<file path="config.mk">
export PLATFORM = sky130hd
export DESIGN_NAME = fft_frame_ser
export DESIGN_NICKNAME = d
export VERILOG_FILES = /design/src/rtl/fas_pkg.sv /design/src/rtl/fft_ser_bank.sv /design/src/rtl/fft_frame_ser.sv
export SDC_FILE = /design/constraint.sdc
export NUM_CORES = 1
export LEC_CHECK = 0
export BUFFER_PORTS_ARGS = -buffer_cell sky130_fd_sc_hd__buf_4
export CORE_MARGIN = 2
export CORE_UTILIZATION = 50
export CTS_CLUSTER_SIZE = 16
export DETAILED_ROUTE_END_ITERATION = 10
export GPL_TIMING_DRIVEN = 0
export PLACE_DENSITY = 0.79
export SLEW_MARGIN = 20
export SYNTH_ARGS = -nofsm -noshare
export SYNTH_HDL_FRONTEND = slang
export SYNTH_HIERARCHICAL = 1
export SYNTH_SLANG_ARGS = --single-unit
</file>
<file path="constraint.sdc">
create_clock -name clk -period 59.4 [get_ports clk]
set_clock_uncertainty 0.15 [all_clocks]
set_input_delay 11.88 -clock clk [delete_from_list [all_inputs] [get_ports clk]]
set_output_delay 11.88 -clock clk [all_outputs]
set_load 0.03 [all_outputs]
</file>
<file path="src/rtl/fas_pkg.sv">
// Shared definitions for the frequency-analysis output path.
//   NBIN / BIN_W / HALF_W : frame geometry (16 bins of 32-bit {re, im})
//   IDX_W                 : bin index width
//   fft_bin_t             : packed complex bin, re in [31:16], im in [15:0]
//   rd_state_t            : read-side FSM state of the frame serializer
//   bin_mag()             : |re| + |im| as an exact 17-bit value
package fas_pkg;

  localparam int NBIN   = 16;
  localparam int BIN_W  = 32;
  localparam int HALF_W = 16;
  localparam int IDX_W  = 4;

  typedef struct packed {
    logic signed [HALF_W-1:0] re;
    logic signed [HALF_W-1:0] im;
  } fft_bin_t;

  typedef enum logic {
    ST_IDLE   = 1'b0,
    ST_STREAM = 1'b1
  } rd_state_t;

  // Absolute values are formed one bit wider so that -32768 maps to +32768
  // and the sum cannot wrap.
  function automatic logic [HALF_W:0] bin_mag(input fft_bin_t b);
    logic [HALF_W:0] a_re;
    logic [HALF_W:0] a_im;
    a_re = b.re[HALF_W-1] ? (~{b.re[HALF_W-1], b.re} + 17'd1) : {1'b0, b.re};
    a_im = b.im[HALF_W-1] ? (~{b.im[HALF_W-1], b.im} + 17'd1) : {1'b0, b.im};
    return a_re + a_im;
  endfunction

endpackage

</file>
<file path="src/rtl/fft_ser_bank.sv">
// Two-bank frame register file.
//   clk      : clock
//   wr_en    : write all NBIN bins of bank wr_bank this cycle
//   wr_bank  : bank selected for the parallel write
//   wr_data  : NBIN bins, written together
//   rd_bank  : bank selected for the indexed read
//   rd_idx   : bin index for the read
//   rd_data  : combinational read data
// Contents are not reset; validity is tracked by the owner.
module fft_ser_bank
  import fas_pkg::*;
(
  input  logic             clk,
  input  logic             wr_en,
  input  logic             wr_bank,
  input  fft_bin_t         wr_data [NBIN],
  input  logic             rd_bank,
  input  logic [IDX_W-1:0] rd_idx,
  output fft_bin_t         rd_data
);

  fft_bin_t mem [2][NBIN];

  always_ff @(posedge clk) begin
    if (wr_en) begin
      for (int k = 0; k < NBIN; k++) begin
        mem[wr_bank][k] <= wr_data[k];
      end
    end
  end

  assign rd_data = mem[rd_bank][rd_idx];

endmodule

</file>
<file path="src/rtl/fft_frame_ser.sv">
// Frame serializer: captures 16 parallel FFT bins per fft_valid pulse into a
// ping-pong buffer and streams them one bin per cycle.
//   clk, rst              : clock, asynchronous active-low reset
//   fft_valid, fft_d0..15 : parallel frame input (never stalled)
//   out_valid/out_ready   : beat handshake; a beat transfers on the cycle both
//                           are high, and while out_valid && !out_ready the
//                           beat (data, idx, last, mag) is held unchanged
//   out_data/out_idx/out_last : registered beat
//   overflow, drop_cnt    : sticky drop flag, saturating drop counter
//   rd_state              : read FSM state (observability)
//   mag                   : |re|+|im| of the beat, only with FFT_SER_MAG_EN
module fft_frame_ser
  import fas_pkg::*;
#(
  parameter int DROP_W = 8
) (
  input  logic              clk,
  input  logic              rst,
  input  logic              fft_valid,
  input  logic [31:0]       fft_d0,
  input  logic [31:0]       fft_d1,
  input  logic [31:0]       fft_d2,
  input  logic [31:0]       fft_d3,
  input  logic [31:0]       fft_d4,
  input  logic [31:0]       fft_d5,
  input  logic [31:0]       fft_d6,
  input  logic [31:0]       fft_d7,
  input  logic [31:0]       fft_d8,
  input  logic [31:0]       fft_d9,
  input  logic [31:0]       fft_d10,
  input  logic [31:0]       fft_d11,
  input  logic [31:0]       fft_d12,
  input  logic [31:0]       fft_d13,
  input  logic [31:0]       fft_d14,
  input  logic [31:0]       fft_d15,
  output logic              out_valid,
  input  logic              out_ready,
  output logic [31:0]       out_data,
  output logic [3:0]        out_idx,
  output logic              out_last,
  output logic              overflow,
  output logic [DROP_W-1:0] drop_cnt,
  output rd_state_t         rd_state
`ifdef FFT_SER_MAG_EN
  ,output logic [16:0]      mag
`endif
);

  rd_state_t         state_q, state_d;
  logic [IDX_W-1:0]  idx_q, idx_d;
  logic              rp_q, rp_d, wp_q, wp_d;
  logic [1:0]        fill_q, fill_d;
  logic [BIN_W-1:0]  data_q, data_d;
  logic              ovf_q, ovf_d;
  logic [DROP_W-1:0] drop_q, drop_d;

  fft_bin_t          wr_bins [NBIN];
  logic              rd_bank;
  logic [IDX_W-1:0]  rd_idx;
  fft_bin_t          rd_data;

  logic              hs, rel, cont, cap, drop;
  logic [1:0]        fill_rel;
  logic              rp_rel;

  assign wr_bins[0]  = fft_d0;
  assign wr_bins[1]  = fft_d1;
  assign wr_bins[2]  = fft_d2;
  assign wr_bins[3]  = fft_d3;
  assign wr_bins[4]  = fft_d4;
  assign wr_bins[5]  = fft_d5;
  assign wr_bins[6]  = fft_d6;
  assign wr_bins[7]  = fft_d7;
  assign wr_bins[8]  = fft_d8;
  assign wr_bins[9]  = fft_d9;
  assign wr_bins[10] = fft_d10;
  assign wr_bins[11] = fft_d11;
  assign wr_bins[12] = fft_d12;
  assign wr_bins[13] = fft_d13;
  assign wr_bins[14] = fft_d14;
  assign wr_bins[15] = fft_d15;

  fft_ser_bank u_bank (
    .clk     (clk),
    .wr_en   (cap),
    .wr_bank (wp_q),
    .wr_data (wr_bins),
    .rd_bank (rd_bank),
    .rd_idx  (rd_idx),
    .rd_data (rd_data)
  );

  always_comb begin
    state_d = state_q;
    idx_d   = idx_q;
    data_d  = data_q;

    hs   = (state_q == ST_STREAM) && out_ready;
    rel  = hs && (idx_q == 4'd15);
    cont = hs && !rel;

    // Release is applied before capture so a full buffer can accept a frame
    // in the same cycle its oldest frame finishes draining.
    fill_rel = fill_q - {1'b0, rel};
    rp_rel   = rp_q ^ rel;
    cap      = fft_valid && (fill_rel != 2'd2);
    drop     = fft_valid && (fill_rel == 2'd2);
    fill_d   = fill_rel + {1'b0, cap};
    wp_d     = wp_q ^ cap;
    rp_d     = rp_rel;

    rd_bank = cont ? rp_q : rp_rel;
    rd_idx  = cont ? (idx_q + 4'd1) : 4'd0;

    // A new beat is loaded whenever the output register is empty or drains.
    if ((state_q == ST_IDLE) || hs) begin
      if (cont || (fill_rel != 2'd0)) begin
        state_d = ST_STREAM;
        idx_d   = rd_idx;
        data_d  = rd_data;
      end else if (cap) begin
        // Empty buffer: bin 0 bypasses the bank so it is on the port one
        // cycle after fft_valid; the remaining bins come from bank wp == rp.
        state_d = ST_STREAM;
        idx_d   = 4'd0;
        data_d  = fft_d0;
      end else begin
        state_d = ST_IDLE;
      end
    end

    ovf_d  = ovf_q | drop;
    drop_d = (drop && (drop_q != '1)) ? (drop_q + 1'b1) : drop_q;
  end

  always_ff @(posedge clk or negedge rst) begin
    if (!rst) begin
      state_q <= ST_IDLE;
      idx_q   <= '0;
      rp_q    <= 1'b0;
      wp_q    <= 1'b0;
      fill_q  <= '0;
      data_q  <= '0;
      ovf_q   <= 1'b0;
      drop_q  <= '0;
    end else begin
      state_q <= state_d;
      idx_q   <= idx_d;
      rp_q    <= rp_d;
      wp_q    <= wp_d;
      fill_q  <= fill_d;
      data_q  <= data_d;
      ovf_q   <= ovf_d;
      drop_q  <= drop_d;
    end
  end

  assign out_valid = (state_q == ST_STREAM);
  assign out_data  = data_q;
  assign out_idx   = idx_q;
  assign out_last  = (idx_q == 4'd15);
  assign overflow  = ovf_q;
  assign drop_cnt  = drop_q;
  assign rd_state  = state_q;

`ifdef FFT_SER_MAG_EN
  logic [16:0] mag_q;

  // Tracks data_d every cycle, so it holds exactly when the beat holds.
  always_ff @(posedge clk or negedge rst) begin
    if (!rst) begin
      mag_q <= '0;
    end else begin
      mag_q <= bin_mag(data_d);
    end
  end

  assign mag = mag_q;
`endif

endmodule

</file>
-- Yosys cells after proc, flatten, opt, wreduce, memory -nomap -nowiden
Memories as Yosys holds them, arrays and structs flattened.
Cells that the tools add are included.
W data, S select, Z words.
- output and inout port bits: 48
- RAM bits: 1024
- input port bits: 516
- logic and storage cells: 47
- register bits: 50
- memories: 1
- memories (memory ; words ; width ; read ports ; clocked after Yosys merged registers in ; write ports ; line ; RTL):
    u_bank.mem ; 2 ; 512 ; 1 ; 0 ; 1 ; fft_ser_bank.sv:22 ; fft_bin_t mem [2][NBIN];
- magnitude comparators: 1
- mux-type cells: 12
- add/subtract/negate cells: 4
- equal/unequal tests: 4
- bitwise logic cells: 5
- reduce and logical (&&, ||, !) cells: 12
- operators with widths (cell ; count):
    $bmux W32 S4 ; 1
    $mux W32 ; 4
    $mux W4 ; 3
    $add A8 B1 Y8 const B ; 1
    $ne A8 B8 Y1 const B ; 1
    $logic_and A1 B1 Y1 ; 6
    $ge A5 B5 Y1 const B ; 1
    $not A4 Y5 ; 1
    $add A4 B1 Y4 const B ; 1
    $eq A4 B4 Y1 const B ; 1
    $mux W1 ; 4
    $reduce_bool A2 Y1 ; 2
    $add A2 B1 Y2 ; 1
    $eq A2 B2 Y1 const B ; 1
    $logic_or A1 B1 Y1 ; 2
    $ne A2 B2 Y1 const B ; 1
    $reduce_and A2 Y1 ; 1
    $sub A2 B1 Y2 ; 1
    $xor A1 B1 Y1 ; 2
    $logic_not A1 Y1 ; 1
    $not A1 Y1 ; 1
    $or A1 B1 Y1 ; 1

-- Depth between registers and ports, before layout
Gate-level depths: netlist of the first run.
- depth after elaboration: 10
- mapped depth: 14

-- Hierarchy
Netlist of the first run, hierarchy kept.
- by module, submodules not included (module ; sequential area each (um2) ; instances ; cells each ; area an instance (um2)):
    fft_ser_bank ; 30749.5 ; 1 ; 2184 ; 39646.8
    fft_frame_ser ; 1251.2 ; 1 ; 190 ; 2547.4

-- Least setup slack after synthesis of the first run
OpenSTA, ideal clock, no wires.
- path kind: input to register
- start point: in out_ready
- end point: mem u_bank/mem[0][0] in the netlist's numbering (enable)
- path slack: 22.548 ns
- cell stages on the path: 5
- setup time: 1.461 ns
- data arrival time: 35.242 ns
- path through: nand2_1 > nor2_1 > ha_1 > a21oi_1 > nor2b_1
- cells in the longest elaborated chain, start to end: 7
- RTL lines (element ; line ; RTL):
    from (decl) ; fft_frame_ser.sv:37 ; input logic out_ready,
    $logic_and A1 B1 Y1 ; fft_frame_ser.sv:98 ; hs = (state_q == ST_STREAM) && out_ready;
    $logic_and A1 B1 Y1 ; fft_frame_ser.sv:99 ; rel = hs && (idx_q == 4'd15);
    $sub A2 B1 Y2 ; fft_frame_ser.sv:104 ; fill_rel = fill_q - {1'b0, rel};
    $ne A2 B2 Y1 ; fft_frame_ser.sv:106 ; cap = fft_valid && (fill_rel != 2'd2);
    $logic_and A1 B1 Y1 ; fft_frame_ser.sv:106 ;
    via cap ; fft_frame_ser.sv:62 ; logic hs, rel, cont, cap, drop;
    $mux W1 ; fft_ser_bank.sv:25 ; if (wr_en) begin
    $mux W1 (not written as such) ; fft_ser_bank.sv:27 ; mem[wr_bank][k] <= wr_data[k];
    to (decl) ; fft_ser_bank.sv:22 ;
The timed path passes the listed nets, and every way through them passes these cells.

==> results of run 1 <==
-- kinds of logic (layout without fill, tap and decap cells) --
kind of cell	count (synthesis)	count (layout)	synth area share (%)
AO/OA/AOI/OAI	298	298	4.88
flip-flops	1074	1074	75.8
buffers and inverters	140	934	2.02
multiplexers	576	576	14.0
AND/OR/NAND/NOR	268	268	2.90
adder cells (fa/ha/maj)	4	4	0.119
XOR/XNOR	14	14	0.291
other	0	27	0
-- state kept, by name, summed over array words and instances (netlist names) --
signal and flops:
u_bank/mem 1024, out_data 32, drop_cnt 8, out_idx 4, fill_q 2, out_valid 1
overflow 1, rp_q 1, wp_q 1
-- how the worst min path moves through the flow --
stage | start | endpoint | slack [ns] | depth (start not counted)
2_1_floorplan | wp_q | wp_q | 0.31 | 1
3_3_place_gp | overflow | overflow | 0.31 | 1
3_5_place_dp | overflow | overflow | 0.32 | 1
4_1_cts | rp_q | rp_q | 0.34 | 1
5_1_grt | rp_q | rp_q | 0.36 | 1
6_report | overflow | overflow | 0.33 | 1
-- cell type report --
type                       count  area [um2]
buffer                       133         826
multi-input combinational   1160        9350
sequential                  1074       32000
clock buffer                 142        2960
fill                        5818       31300
tap                         1080        1350
inverter                       7        27.5
antenna                       27        67.6
clock inverter                56         592
timing repair buffer         596        5060
-- layer usage --
layer | share of wire (%) | GRT usage (%) | routed length (um) | vias up
met4 | 4.6 | 13.5 | 5710 | 26
met1 | 37 | 34.5 | 45100 | 12647
met3 | 9.6 | 6.64 | 11800 | 257
li1 | - | - | - | 10846
met2 | 49 | 45.9 | 60300 | 1372
met5 | 0.15 | 0 | 179 | -
-- power breakdown --
part | internal [mW] | total (mW) | switching [mW]
sequential | 1.03 | 1.09 | 0.0502
clock | 0.394 | 0.674 | 0.280
combinational | 0.324 | 0.840 | 0.516
-- synthesized netlist by cell type (all sizes together) --
library cell     n  area, um2
a21oi           98        490
a22o            64        561
a22oi           96        721
a31oi           33        206
a32oi            1       27.5
and2             3       18.8
and2b            2       17.5
buf             88        649
clkbuf          45        176
clkinv           1       5.00
dfrtp           50       1250
edfxtp        1024      30700
ha               4       50.1
inv              6       22.5
mux2            64        762
mux2i          512       5120
nand2          106        398
nand2b           3       18.8
nand3          104        526
nand4            2       12.5
nor2            10       37.5
nor2b            2       12.5
nor3            35        175
o21ai            2       21.3
o21ba            1       10.0
o21bai           2       15.0
o22ai            1       6.26
or2              1       6.26
xnor2            6       52.6
xor2             8       70.1
-- critical path, stage by stage --
cell and delay [ns]:
buf_4 0.09, nand2_1 0.16, nor2_1 0.32, xor2_1 0.34, buf_4 0.26, buf_6 0.23, buf_6 0.21, mux2i_1 0.66
a22o_1 0.26, nor3_1 0.05, a31oi_1 0.31, nand3_1 0.17, mux2_2 0.30, mux2_2 0.26
==> flow_metrics.tcl, run 1 <==
set metrics [dict create \
    core_area_mm2 0.0836 \
    globalplace.congestion 0.873 \
    worstPathMaxFanout 10 \
    cts_post_setup_buffers_inserted 0 \
    insertion_delay_ns 0.69 \
    dp_cells 4050 \
    synth_fp_nets 2894 \
    postPlaceCellArea_mm2 0.0486 \
    worst_pin_slew_ns 0.988 \
    p_total_mw 2.60 \
    final_nets 3597 \
    ys_ff_latch 1074 \
    ys_warn_count 6 \
    post-route-min-period_ns 15.13 \
    final_area_mm2 0.0522 \
    fmax_mhz 66.1 \
    cts_resized 0 \
    track_usage_pct 27.8 \
    hold_class "reg -> reg" \
    start_util_pct 50.5 \
    clock-sinks 1074 \
    fin_tns_setup_ns 0 \
    report.final.slew_viol_count 0 \
    power_density_mw_per_mm2 49.8 \
    cts.path.max_buffers 3 \
    rows 106 \
    ant_nets 0 \
    final_common_cell "edfxtp_1" \
    die-height_um 294 \
    grt_pass1_vias 25883 \
    p_leak_nw 19.0 \
    dp_hpwl_mm 89.2 \
    outcome "completed" \
    synth_area_mm2 0.0422 \
    setup_slack_ns 44.27 \
    cts_buffers 105 \
    reg2reg_from "out_idx[0]" \
    avgSynthCellArea_um2 17.8 \
    r2r-end "out_data[19]" \
    rsz0062_at_grt "no" \
    cp.arrival_ns 15.51 \
    startpoint_type "primary input" \
    drt-total-wl_mm 123 \
    setup_violations 0 \
    dp_slack_ns 43.57 \
    ys_types 38 \
    worst_setup_path_end_kind "flop" \
    vias 25148 \
    timing.hold.ws_ns 0.333 \
    io_buffers 563 \
    drive_above_1_share_pct 28.9 \
    drtIter0Drc 2717 \
    globalRouteOverflowTotal 0 \
    area_growth_pct 23.8 \
    cts_tree "built" \
    synth_cells 2374 \
    cts.htree.levels 3 \
    endpoint "out_data[19]" \
    stdcell_count 4275 \
    post-route-drc-count 0 \
    path_clk_slew_ns 0.06 \
    rr_worst_depth 14 \
    final_cell_mix "edfxtp_1, buf_4, mux2i_1" \
    post-route-util_pct 62.5 \
    routed_via_density 5.88 \
    cts_root_buf "clkbuf_16" \
    hold_buffers 0 \
    max_cap_viol_count 0 \
    crit_type "in -> reg" \
    seq_area_frac_synth_pct 75.8 \
    r2r_slack_ns 54.87 \
    slew_headroom_pct 34.1 \
    wl_per_cell_um 28.8 \
    finalHoldViolCount 0 \
    critPathLaunch "out_ready" \
    required_ns 59.78 \
    fin_crit_sh_pct 25.5 \
    peakVddDrop_mv 0.0301 \
    grt_pass1_wl_mm 171 \
    firstDrtPassIters 6 \
    ios 564 \
    antenna_found_initial 39 \
    grt_max_degree 56 \
    die-area_mm2 0.0867 \
    die_w_um 294 \
]
Power figures use the tool's default switching activity.
==> inputs of run 2 (changes only) <==
==> constraint.sdc (replaced) <==
create_clock -name clk -period 14.5 [get_ports clk]
set_clock_uncertainty 0.15 [all_clocks]
set_input_delay 2.9 -clock clk [delete_from_list [all_inputs] [get_ports clk]]
set_output_delay 2.9 -clock clk [all_outputs]
set_load 0.03 [all_outputs]
==> flow_metrics.tcl, run 2 (same netlist as run 1, synthesis figures left out) <==
set metrics [dict create \
    die-height_um 294 \
    top_register "u_bank/mem" \
    ff_latch_area_mm2 0.0320 \
    area_growth_pct 23.6 \
    worst_pin_slew_ns 0.970 \
    die-area_mm2 0.0867 \
    wl_per_cell_um 28.6 \
    final_cell_mix "edfxtp_1, buf_4, mux2i_1" \
    fin_crit_sh_pct 42.7 \
    routed_via_density 5.82 \
    hold_class "reg -> reg" \
    cts_buffers 108 \
    drt-total-wl_mm 122 \
    io_buffers 563 \
    report.final.slew_viol_count 0 \
    cts_post_setup_buffers_inserted 0 \
    nFillCells 5947 \
    final_area_mm2 0.0522 \
    peakVddDrop_mv 0.128 \
    insertion_delay_ns 0.67 \
    cp.arrival_ns 6.59 \
    dp_hpwl_mm 88.9 \
    slowest_stage "buf_2" \
    slew_headroom_pct 35.3 \
    postPlaceCellArea_mm2 0.0486 \
    cts_resized 0 \
    hold_buffers 0 \
    timing.hold.ws_ns 0.324 \
    p_total_mw 10.6 \
    cts_root_buf "clkbuf_16" \
    antenna_found_initial 44 \
    final_nets 3602 \
    startpoint_type "primary input" \
    largest_register_ff_count 1024 \
    worstPathMaxFanout 10 \
    required_ns 14.90 \
    setup_violations 0 \
    grt_max_degree 58 \
    cp_top_family "buffers and inverters" \
    finalHoldViolCount 0 \
    path_cells "buf_4 -> nand2_1 -> nor2_1 -> xor2_1 -> buf_4 -> buf_4 -> buf_2 -> mux2i_1 -> a22oi_1 -> a31oi_1 -> nand3_1 -> mux2_4 -> mux2_2" \
    cts_tree "built" \
    crit_type "in -> reg" \
    grt_pass1_vias 25828 \
    track_usage_pct 27.7 \
    cts.path.max_buffers 3 \
    max_cap_viol_count 0 \
    rows 106 \
    path_clk_slew_ns 0.06 \
    globalplace.congestion 0.899 \
    vias 24918 \
    dp_cells 4052 \
    drtIter0Drc 2516 \
    outcome "completed" \
    cts.htree.levels 3 \
    ios 564 \
    post-route-min-period_ns 6.20 \
    core_area_mm2 0.0836 \
    worst_setup_path_end_kind "flop" \
    stdcell_count 4281 \
    drive_above_1_share_pct 28.7 \
    cp.buffers_inverters 4 \
    globalRouteOverflowTotal 0 \
    start_util_pct 50.5 \
    ant_nets 0 \
    clock-sinks 1074 \
    die_w_um 294 \
    max_stage_delay_ns 0.67 \
    firstDrtPassIters 6 \
    final_common_cell "edfxtp_1" \
    post-route-drc-count 0 \
    power_density_mw_per_mm2 203 \
    rsz0062_at_grt "no" \
    cp_common_cell "buf_4" \
    grt_pass1_wl_mm 171 \
    multiInputGateArea_mm2 0.00935 \
    p_leak_nw 19.0 \
    fmax_mhz 161 \
]
run 2: cell count changes in the layout (fill, tap and decap cells not counted), sizes merged:
cell      before  now
buf          684  686
clkbuf       187  185
clkinv        39   45
clkinvlp       5    4
diode         27   26
inv            9   11
run 2: worst paths after layout:
kind / start / endpoint / slack, ns / cells after the start
max: out_ready / out_data[29] / 8.30 / 13
min: overflow / overflow / 0.32 / 1
max reg2reg: out_valid / out_data[29] / 9.96 / 12
min reg2reg: overflow / overflow / 0.32 / 1
max in group asynchronous: rst / out_data[20] / 11.40 / 1
min in group asynchronous: rst / overflow / 2.20 / 1
run 2: metrics by stage:
stage | util (%) | setup WS (ns) | setup TNS, ns
finish | 62.4 | 8.30 | 0
CTS | 62.3 | 8.31 | 0
detailed placement | 58.2 | 7.65 | 0
global placement | 57.2 | -1.50 | -731.03
global route | 62.4 | 8.18 | 0
floorplan | - | 2.28 | 0
run 2: cell type report:
class / count / area share [%]
timing repair buffer: 598 / 9.67
clock inverter: 63 / 1.26
tap: 1080 / 2.59
buffer: 133 / 1.58
clock buffer: 140 / 5.43
multi-input combinational: 1160 / 17.9
sequential: 1074 / 61.4
antenna: 26 / 0.125
inverter: 7 / 0.0528
run 2: where the power goes:
part	switching [mW]	internal, mW	leakage (nW)
Sequential	0.202	4.24	10.1
Clock	1.16	1.57	1.70
Combinational	2.11	1.32	7.20
Total	3.47	7.13	19.0
run 2: layer usage:
metal  vias to the layer above  routed length [um]  track usage (%)
met3                       269               11900             6.98
met4                        28                4980             12.1
met2                      1306               60200             46.3
met5                         -                 195                0
li1                      10860                   -                -
met1                     12455               45000             34.2
